### config.mk
export PLATFORM = sky130hd
export DESIGN_NAME = accelerator_wb_master
export DESIGN_NICKNAME = d
export VERILOG_FILES = /design/src/rtl/accelerator_pkg.sv /design/src/rtl/accelerator_wb_master.sv
export SDC_FILE = /design/constraint.sdc
export NUM_CORES = 1
export LEC_CHECK = 0
export BUFFER_PORTS_ARGS = -buffer_cell sky130_fd_sc_hd__buf_2
export CORE_MARGIN = 3
export CORE_UTILIZATION = 40
export CTS_BUF_LIST = sky130_fd_sc_hd__clkbuf_4 sky130_fd_sc_hd__clkbuf_8
export DETAILED_ROUTE_END_ITERATION = 12
export GPL_ROUTABILITY_DRIVEN = 0
export PLACE_DENSITY = 0.84
export SLEW_MARGIN = 30
export SYNTH_ARGS = -nofsm -noshare
export SYNTH_HDL_FRONTEND = slang
export SYNTH_SLANG_ARGS = --single-unit
export TNS_END_PERCENT = 10
### constraint.sdc
create_clock -name clk -period 1.73 [get_ports clk]
set_clock_uncertainty 0.2 [all_clocks]
set_input_delay 0.4325 -clock clk [delete_from_list [all_inputs] [get_ports clk]]
set_output_delay 0.4325 -clock clk [all_outputs]
set_load 0.05 [all_outputs]
### src/rtl/accelerator_pkg.sv
// Shared definitions for the multiply accelerator register port:
// register map and the bus master's state encoding.
package accelerator_pkg;

    localparam logic [7:0] ACC_ADDR_A      = 8'h00;
    localparam logic [7:0] ACC_ADDR_B      = 8'h04;
    localparam logic [7:0] ACC_ADDR_RESULT = 8'h08;
    localparam logic [7:0] ACC_ADDR_STATUS = 8'h0c;

    typedef enum logic [2:0] {
        ST_IDLE    = 3'd0,
        ST_WR_A    = 3'd1,
        ST_WR_B    = 3'd2,
        ST_WAIT    = 3'd3,
        ST_RD_RES  = 3'd4,
        ST_RD_STAT = 3'd5,
        ST_DONE    = 3'd6
    } acc_mst_state_t;

    // True for every state in which a transaction occupies the bus.
    function automatic logic state_is_busy(input acc_mst_state_t st);
        logic busy;
        case (st)
            ST_WR_A, ST_WR_B, ST_WAIT, ST_RD_RES, ST_RD_STAT: busy = 1'b1;
            default:                                          busy = 1'b0;
        endcase
        return busy;
    endfunction

endpackage

### src/rtl/accelerator_wb_master.sv
// Drives one multiply transaction into the accelerator register slave:
// write A, write B, settle, read result, read status, pulse done.
module accelerator_wb_master
    import accelerator_pkg::*;
#(
    parameter int WAIT_CYCLES = 2
) (
    input  logic        clk,
    input  logic        wb_rst_n,
    input  logic        start_i,
    input  logic [15:0] op_a_i,
    input  logic [15:0] op_b_i,
    output logic        busy_o,
    output logic        done_o,
    output logic [15:0] result_o,
    output logic        overflow_o,
    output logic [7:0]  wb_addr_o,
    output logic [31:0] wb_dat_o,
    input  logic [31:0] wb_dat_i,
    output logic        wb_we_o,
    output logic        wb_re_o
);

    localparam int CNT_W = (WAIT_CYCLES > 0) ? $clog2(WAIT_CYCLES + 1) : 1;
    localparam logic [CNT_W-1:0] CNT_LOAD =
        (WAIT_CYCLES > 0) ? CNT_W'(WAIT_CYCLES - 1) : {CNT_W{1'b0}};

    acc_mst_state_t   state_q, state_d;
    logic [CNT_W-1:0] cnt_q, cnt_d;
    logic [15:0]      op_a_q, op_a_d;
    logic [15:0]      op_b_q, op_b_d;
    logic [15:0]      result_q, result_d;
    logic             overflow_q, overflow_d;
    logic             busy_q, busy_d;
    logic             done_q, done_d;
    logic [7:0]       addr_q, addr_d;
    logic [31:0]      dat_q, dat_d;
    logic             we_q, we_d;
    logic             re_q, re_d;

    // Only the low half of the read bus carries information.
    logic unused_rd_upper_s;
    assign unused_rd_upper_s = ^wb_dat_i[31:16];

    // Next-state, capture and operand-latch logic.
    always_comb begin
        state_d    = state_q;
        cnt_d      = cnt_q;
        op_a_d     = op_a_q;
        op_b_d     = op_b_q;
        result_d   = result_q;
        overflow_d = overflow_q;
        case (state_q)
            ST_IDLE, ST_DONE: begin
                if (start_i) begin
                    state_d = ST_WR_A;
                    op_a_d  = op_a_i;
                    op_b_d  = op_b_i;
                end else begin
                    state_d = ST_IDLE;
                end
            end
            ST_WR_A: state_d = ST_WR_B;
            ST_WR_B: begin
                if (WAIT_CYCLES > 0) begin
                    state_d = ST_WAIT;
                    cnt_d   = CNT_LOAD;
                end else begin
                    state_d = ST_RD_RES;
                end
            end
            ST_WAIT: begin
                if (cnt_q == {CNT_W{1'b0}}) begin
                    state_d = ST_RD_RES;
                end else begin
                    cnt_d = cnt_q - {{(CNT_W-1){1'b0}}, 1'b1};
                end
            end
            ST_RD_RES: begin
                result_d = wb_dat_i[15:0];
                state_d  = ST_RD_STAT;
            end
            ST_RD_STAT: begin
                overflow_d = wb_dat_i[0];
                state_d    = ST_DONE;
            end
            default: state_d = ST_IDLE;
        endcase
    end

    // Bus and status outputs decoded from the next state so they register alongside it.
    always_comb begin
        addr_d = 8'h00;
        dat_d  = 32'h0000_0000;
        we_d   = 1'b0;
        re_d   = 1'b0;
        case (state_d)
            ST_WR_A: begin
                addr_d = ACC_ADDR_A;
                dat_d  = {16'h0000, op_a_d};
                we_d   = 1'b1;
            end
            ST_WR_B: begin
                addr_d = ACC_ADDR_B;
                dat_d  = {16'h0000, op_b_d};
                we_d   = 1'b1;
            end
            ST_RD_RES: begin
                addr_d = ACC_ADDR_RESULT;
                re_d   = 1'b1;
            end
            ST_RD_STAT: begin
                addr_d = ACC_ADDR_STATUS;
                re_d   = 1'b1;
            end
            default: begin
                addr_d = 8'h00;
                dat_d  = 32'h0000_0000;
                we_d   = 1'b0;
                re_d   = 1'b0;
            end
        endcase
        busy_d = state_is_busy(state_d);
        done_d = (state_d == ST_DONE);
    end

    // State, datapath and registered outputs.
    always_ff @(posedge clk or negedge wb_rst_n) begin
        if (!wb_rst_n) begin
            state_q    <= ST_IDLE;
            cnt_q      <= {CNT_W{1'b0}};
            op_a_q     <= 16'h0000;
            op_b_q     <= 16'h0000;
            result_q   <= 16'h0000;
            overflow_q <= 1'b0;
            busy_q     <= 1'b0;
            done_q     <= 1'b0;
            addr_q     <= 8'h00;
            dat_q      <= 32'h0000_0000;
            we_q       <= 1'b0;
            re_q       <= 1'b0;
        end else begin
            state_q    <= state_d;
            cnt_q      <= cnt_d;
            op_a_q     <= op_a_d;
            op_b_q     <= op_b_d;
            result_q   <= result_d;
            overflow_q <= overflow_d;
            busy_q     <= busy_d;
            done_q     <= done_d;
            addr_q     <= addr_d;
            dat_q      <= dat_d;
            we_q       <= we_d;
            re_q       <= re_d;
        end
    end

    assign busy_o     = busy_q;
    assign done_o     = done_q;
    assign result_o   = result_q;
    assign overflow_o = overflow_q;
    assign wb_addr_o  = addr_q;
    assign wb_dat_o   = dat_q;
    assign wb_we_o    = we_q;
    assign wb_re_o    = re_q;

endmodule

== Word level (Yosys, flattened, before mapping) ==
Index checks and enable logic that the tools add are counted.

* Bits in registers: 98
* Bits of input ports: 67
* Output and inout port bits: 61
* Logic and storage cells: 48

* Add/subtract/negate cells: 1
* Equality and inequality tests: 13
* Multiplexer cells: 14
* Reduce and logical (&&, ||, !) cells: 8

{| class="wikitable"
|+ Operator list
! cell !! count
|-
| 16-bit 2-to-1 mux || 4
|-
| 16-bit case mux with 2 select lines || 1
|-
| 3-bit equality test, second input constant || 6
|-
| 3-bit case mux with 6 select lines || 1
|-
| 3-bit by 2-bit equality test with 1-bit output, second input constant || 4
|-
| 4-bit case mux with 3 select lines || 1
|-
| 3-bit by 1-bit equality test with 1-bit output, second input constant || 2
|-
| 2-bit OR reduction || 3
|-
| 5-bit OR reduction || 1
|-
| 1-bit 2-to-1 mux || 4
|-
| 2-bit case mux with 2 select lines || 1
|-
| 3-bit zero test || 1
|-
| 3-bit 2-to-1 mux || 1
|-
| 2-bit zero test || 1
|-
| 2-bit 2-to-1 mux || 1
|-
| 2-bit != test, second input constant || 1
|-
| 2-bit AND reduction || 1
|-
| 2-bit nonzero test || 1
|-
| 2-bit by 1-bit subtractor with 2-bit output, second input constant || 1
|}

== Depth between registers and ports, before layout ==
* Depth in word-level cells: 6
* Gate-level depth with buffers: 5
* Mapped depth without buffers: 5

== Least setup slack after synthesis ==
Ideal clock, no wire load.

* Kind: reg-to-reg
* From: register state_q[1]
* To: register result_q[10] (netlist: result_o[10])
* Setup time: 125 ps
* Arrival: 1,427 ps
* Required time: 1,405 ps
* Slack: -22 ps
* Stages on the path, launching flop included: 6
* Path buffers: 2
* Period minus slack after synthesis: 1,752 ps
* Cell sequence: dfrtp_1 -> buf_2 -> nand2b_1 -> nor2_4 -> buf_4 -> mux2_2

* Word-level cells in the longest chain between the ends: 1

{| class="wikitable"
|+ RTL lines
! item !! line !! text
|-
| start: declaration || accelerator_wb_master.sv:28 || <nowiki>acc_mst_state_t state_q, state_d;</nowiki>
|-
| start signal: assignment || accelerator_wb_master.sv:143 || <nowiki>state_q <= state_d;</nowiki>
|-
| 3-bit equality test || accelerator_wb_master.sv:53 || <nowiki>case (state_q)</nowiki>
|-
| end signal: assignment || accelerator_wb_master.sv:147 || <nowiki>result_q <= result_d;</nowiki>
|-
| end: declaration || accelerator_wb_master.sv:32 || <nowiki>logic [15:0] result_q, result_d;</nowiki>
|}

Every way passes these cells.
A chain may end at the register's enable or synchronous reset.

== Worst setup path after layout ==
* From: register state_q[2]
* To: register op_b_q[7]

* Word-level cells in the longest chain between the ends: 3
* Elaborated cells on any way between the ends: 4
* Those cells by class: eq/ne (1); mux (1); reduce/logical (2)

{| class="wikitable"
|+ RTL lines
! item !! line !! text
|-
| 3-bit equality test or 3-bit zero test (tied branches) || accelerator_wb_master.sv:53 ||
|-
| 2-bit OR reduction * || accelerator_wb_master.sv:53 ||
|-
| 16-bit 2-to-1 mux * || accelerator_wb_master.sv:53 ||
|-
| named net op_b_d[7] || accelerator_wb_master.sv:31 || <nowiki>logic [15:0] op_b_q, op_b_d;</nowiki>
|-
| end signal: assignment || accelerator_wb_master.sv:146 || <nowiki>op_b_q <= op_b_d;</nowiki>
|-
| end: declaration || accelerator_wb_master.sv:31 ||
|}

Mark *: on every way through the listed nets, which the timed path passes. The rest lies on a longest branch.

==> qor.csv <==
metric;value;unit
n_antenna_cell;0;
cts_buffers;9;
ys_seq_area_share;60.98;%
grt.total_usage;14.02;%
ys_seq_elements;60;
violations;negative setup slack;
holdPathStages;2;
core;5743;um^2
setup_viol;22;
endpoint_kind;flip-flop;
clk_path_buf_depth;2;
hold_slack;0.1198;ns
met1Wirelength;1972;um
clk_latency;0.33;ns
highest_layer;met4;
vias;1701;
slew_violations;0;
rows;27;
critPathMaxStageDelay;0.42;ns
ys_top_cells_by_area;dfrtp_1 61%, mux2_2 13%, buf_4 7.3%;
die_x;84.46;um
min_path_type;in -> reg;
worstReg2RegEnd;op_b_q[7]$_DFF_PN0_;
grt_max_degree;61;
viasPerCell;4.699;
leakagePower;1.750;nW
wl_met3;458;um
r2r_slack;-0.07;ns
initial_utilization;42.88;%
timing.rr.start;state_q[2]$_DFF_PN0_;
drt_iter0_drc;36;
crit_type;reg -> reg;
syn_area;2462;um^2
route.detailed.drc;0;
io_buffer_count;89;
antenna_found_initial;0;
worst_slack;-0.07369;ns
layout_commonest_cell;buf_2;
synthArstFlopShare;100.0;%
layout.nets;353;
path_clk_slew;0.07;ns
start_kind;flip-flop;
cts_tree;yes;
outcome;finished, violations left;
yosysTopAreaCell;dfrtp_1;
ant_nets;0;
reg2regPathDepth;5;
yosys_most_used_dff;dfrtp_1;
first_global_vias;1691;
root_buffer;clkbuf_8;
synth-edff-count;0;
rsz0062_at_grt;yes;
die_area;7133;um^2
grt_pass1_wl;7762;um
ir_worst_vdd;1.136;mV
synth.avg_cell_area;13.99;um^2
layout_worst_path_cycle_share;104.3;%
holdCritStartpoint;op_a_i[10];
final_cell_mix;89 x buf_2, 60 x dfrtp_1, 22 x conb_1;
synth_top_area_share;60.98;%
finalHoldViolations;0;
crit_family;simple AND/OR/NAND/NOR gates;
wl;5199;um
syn_to_final_growth;37.30;%
synth_cell_types;30;
worst-path-buf-inv;2;
cp.arrival;1.82;ns
dr.pass1.iters;3;
wl_per_cell;14.36;um
worst-path-max-fanout;7;
min_period;1.804;ns
cp.required;1.75;ns
cap_violations;0;
die_h;84.46;um
grt-ovfl-total;0;
crit_chain;nor2b_1, nor4b_4, buf_6, clkbuf_16, mux2_4;
htreeDepth;3;
cts_sinks;60;
postPlaceCellArea;3022;um^2
drive_above_1_share;55.17;%
whs_endpoint;wb_dat_o[10]$_DFF_PN0_;
dr_wl_met2;2648;um
dp_hpwl;3564;um
powerDensity;2107;nW/um^2
fin_area;3381;um^2
synthCells;176;
fmax;554.4;MHz
yosys_warnings;0;
io_pins;128;
cpMaxStageDelayCell;dfrtp_1;
==> cells in the mapped netlist (2+ instances only) <==
library cell / n
o22ai_1: 3
mux2_1: 5
nor2b_1: 3
nor2_1: 4
clkbuf_1: 2
dfrtp_1: 60
a21oi_1: 4
mux2_2: 28
a22o_1: 16
inv_1: 3
nand2b_1: 3
buf_4: 24
buf_2: 4
==> worst max-delay path by stage <==
stage | startpoint | endpoint | slack (ns) | cells after the start
after floorplan | state_q[2]$_DFF_PN0_ | op_b_q[8]$_DFF_PN0_ | 0.02 | 5
after global placement | state_q[2]$_DFF_PN0_ | op_b_q[14]$_DFF_PN0_ | -0.02 | 4
after detailed placement | state_q[1]$_DFF_PN0_ | op_b_q[14]$_DFF_PN0_ | -0.03 | 4
after CTS | state_q[1]$_DFF_PN0_ | op_b_q[3]$_DFF_PN0_ | -0.06 | 4
after global routing | state_q[2]$_DFF_PN0_ | op_b_q[7]$_DFF_PN0_ | -0.11 | 5
final | state_q[2]$_DFF_PN0_ | op_b_q[7]$_DFF_PN0_ | -0.07 | 5
==> report_power, final <==
group | switching, W | internal (W)
combinational | 0.00229 | 0.00129
sequential | 0.000285 | 0.00203
clock | 0.000534 | 0.000700
total | 0.00311 | 0.00402
==> layer usage <==
layer  vias up  track usage, %
met1       813           14.50
met4         0           7.770
met2        78           24.39
met5         -               0
met3        14           5.299
li1        796               -
==> flip-flops by register name (all words and copies together), names as in the netlist <==
| signal | count |
|---|---|
| op_b_q | 16 |
| result_o | 16 |
| wb_dat_o | 16 |
| state_q | 3 |
| cnt_q | 2 |
| wb_addr_o | 2 |
| busy_o | 1 |
| done_o | 1 |
| overflow_o | 1 |
| wb_re_o | 1 |
| wb_we_o | 1 |
==> metrics by stage <==
step                      total power [W]  setup TNS (ns)  util [%]  worst slack [ns]  instances
after global routing             0.007500          -2.534     58.87           -0.1122        362
after global placement           0.005529         -0.2710     52.61          -0.02244        340
after floorplan                  0.004791               0         -           0.02051        197
final                            0.007124          -1.053     58.87          -0.07369        362
after detailed placement         0.005645         -0.3885     52.61          -0.03283        340
after CTS                        0.006905         -0.7138     56.30          -0.06020        357
==> cell type report <==
class / instances / area [um^2]
Inverter: 3 / 11.26
Clock buffer: 10 / 137.6
Multi-Input combinational cell: 103 / 893.4
Tap cell: 72 / 90.09
Clock inverter: 6 / 63.81
Timing Repair Buffer: 108 / 683.2
Sequential cell: 60 / 1501
Fill cell: 467 / 2362
==> cell families after synthesis <==
group	after synthesis	share of synthesized area, %
AO/OA/AOI/OAI	28	8.638
flip-flops	60	60.98
XOR/XNOR	1	0.3558
multiplexers	33	15.09
buffers and inverters	34	9.350
other	1	0.1523
adder cells (fa/ha/maj)	1	0.5080
AND/OR/NAND/NOR	18	4.929
==> what timing repair did <==
item	CTS	global route
setup buffers	0	3
gates resized for setup	0	20
hold endpoints to repair	60	0
hold buffers	1	0
gates cloned	0	2
pin swaps	0	1
endpoints found under the setup margin	16	29
No activity file was read; power rests on OpenSTA's default activity.
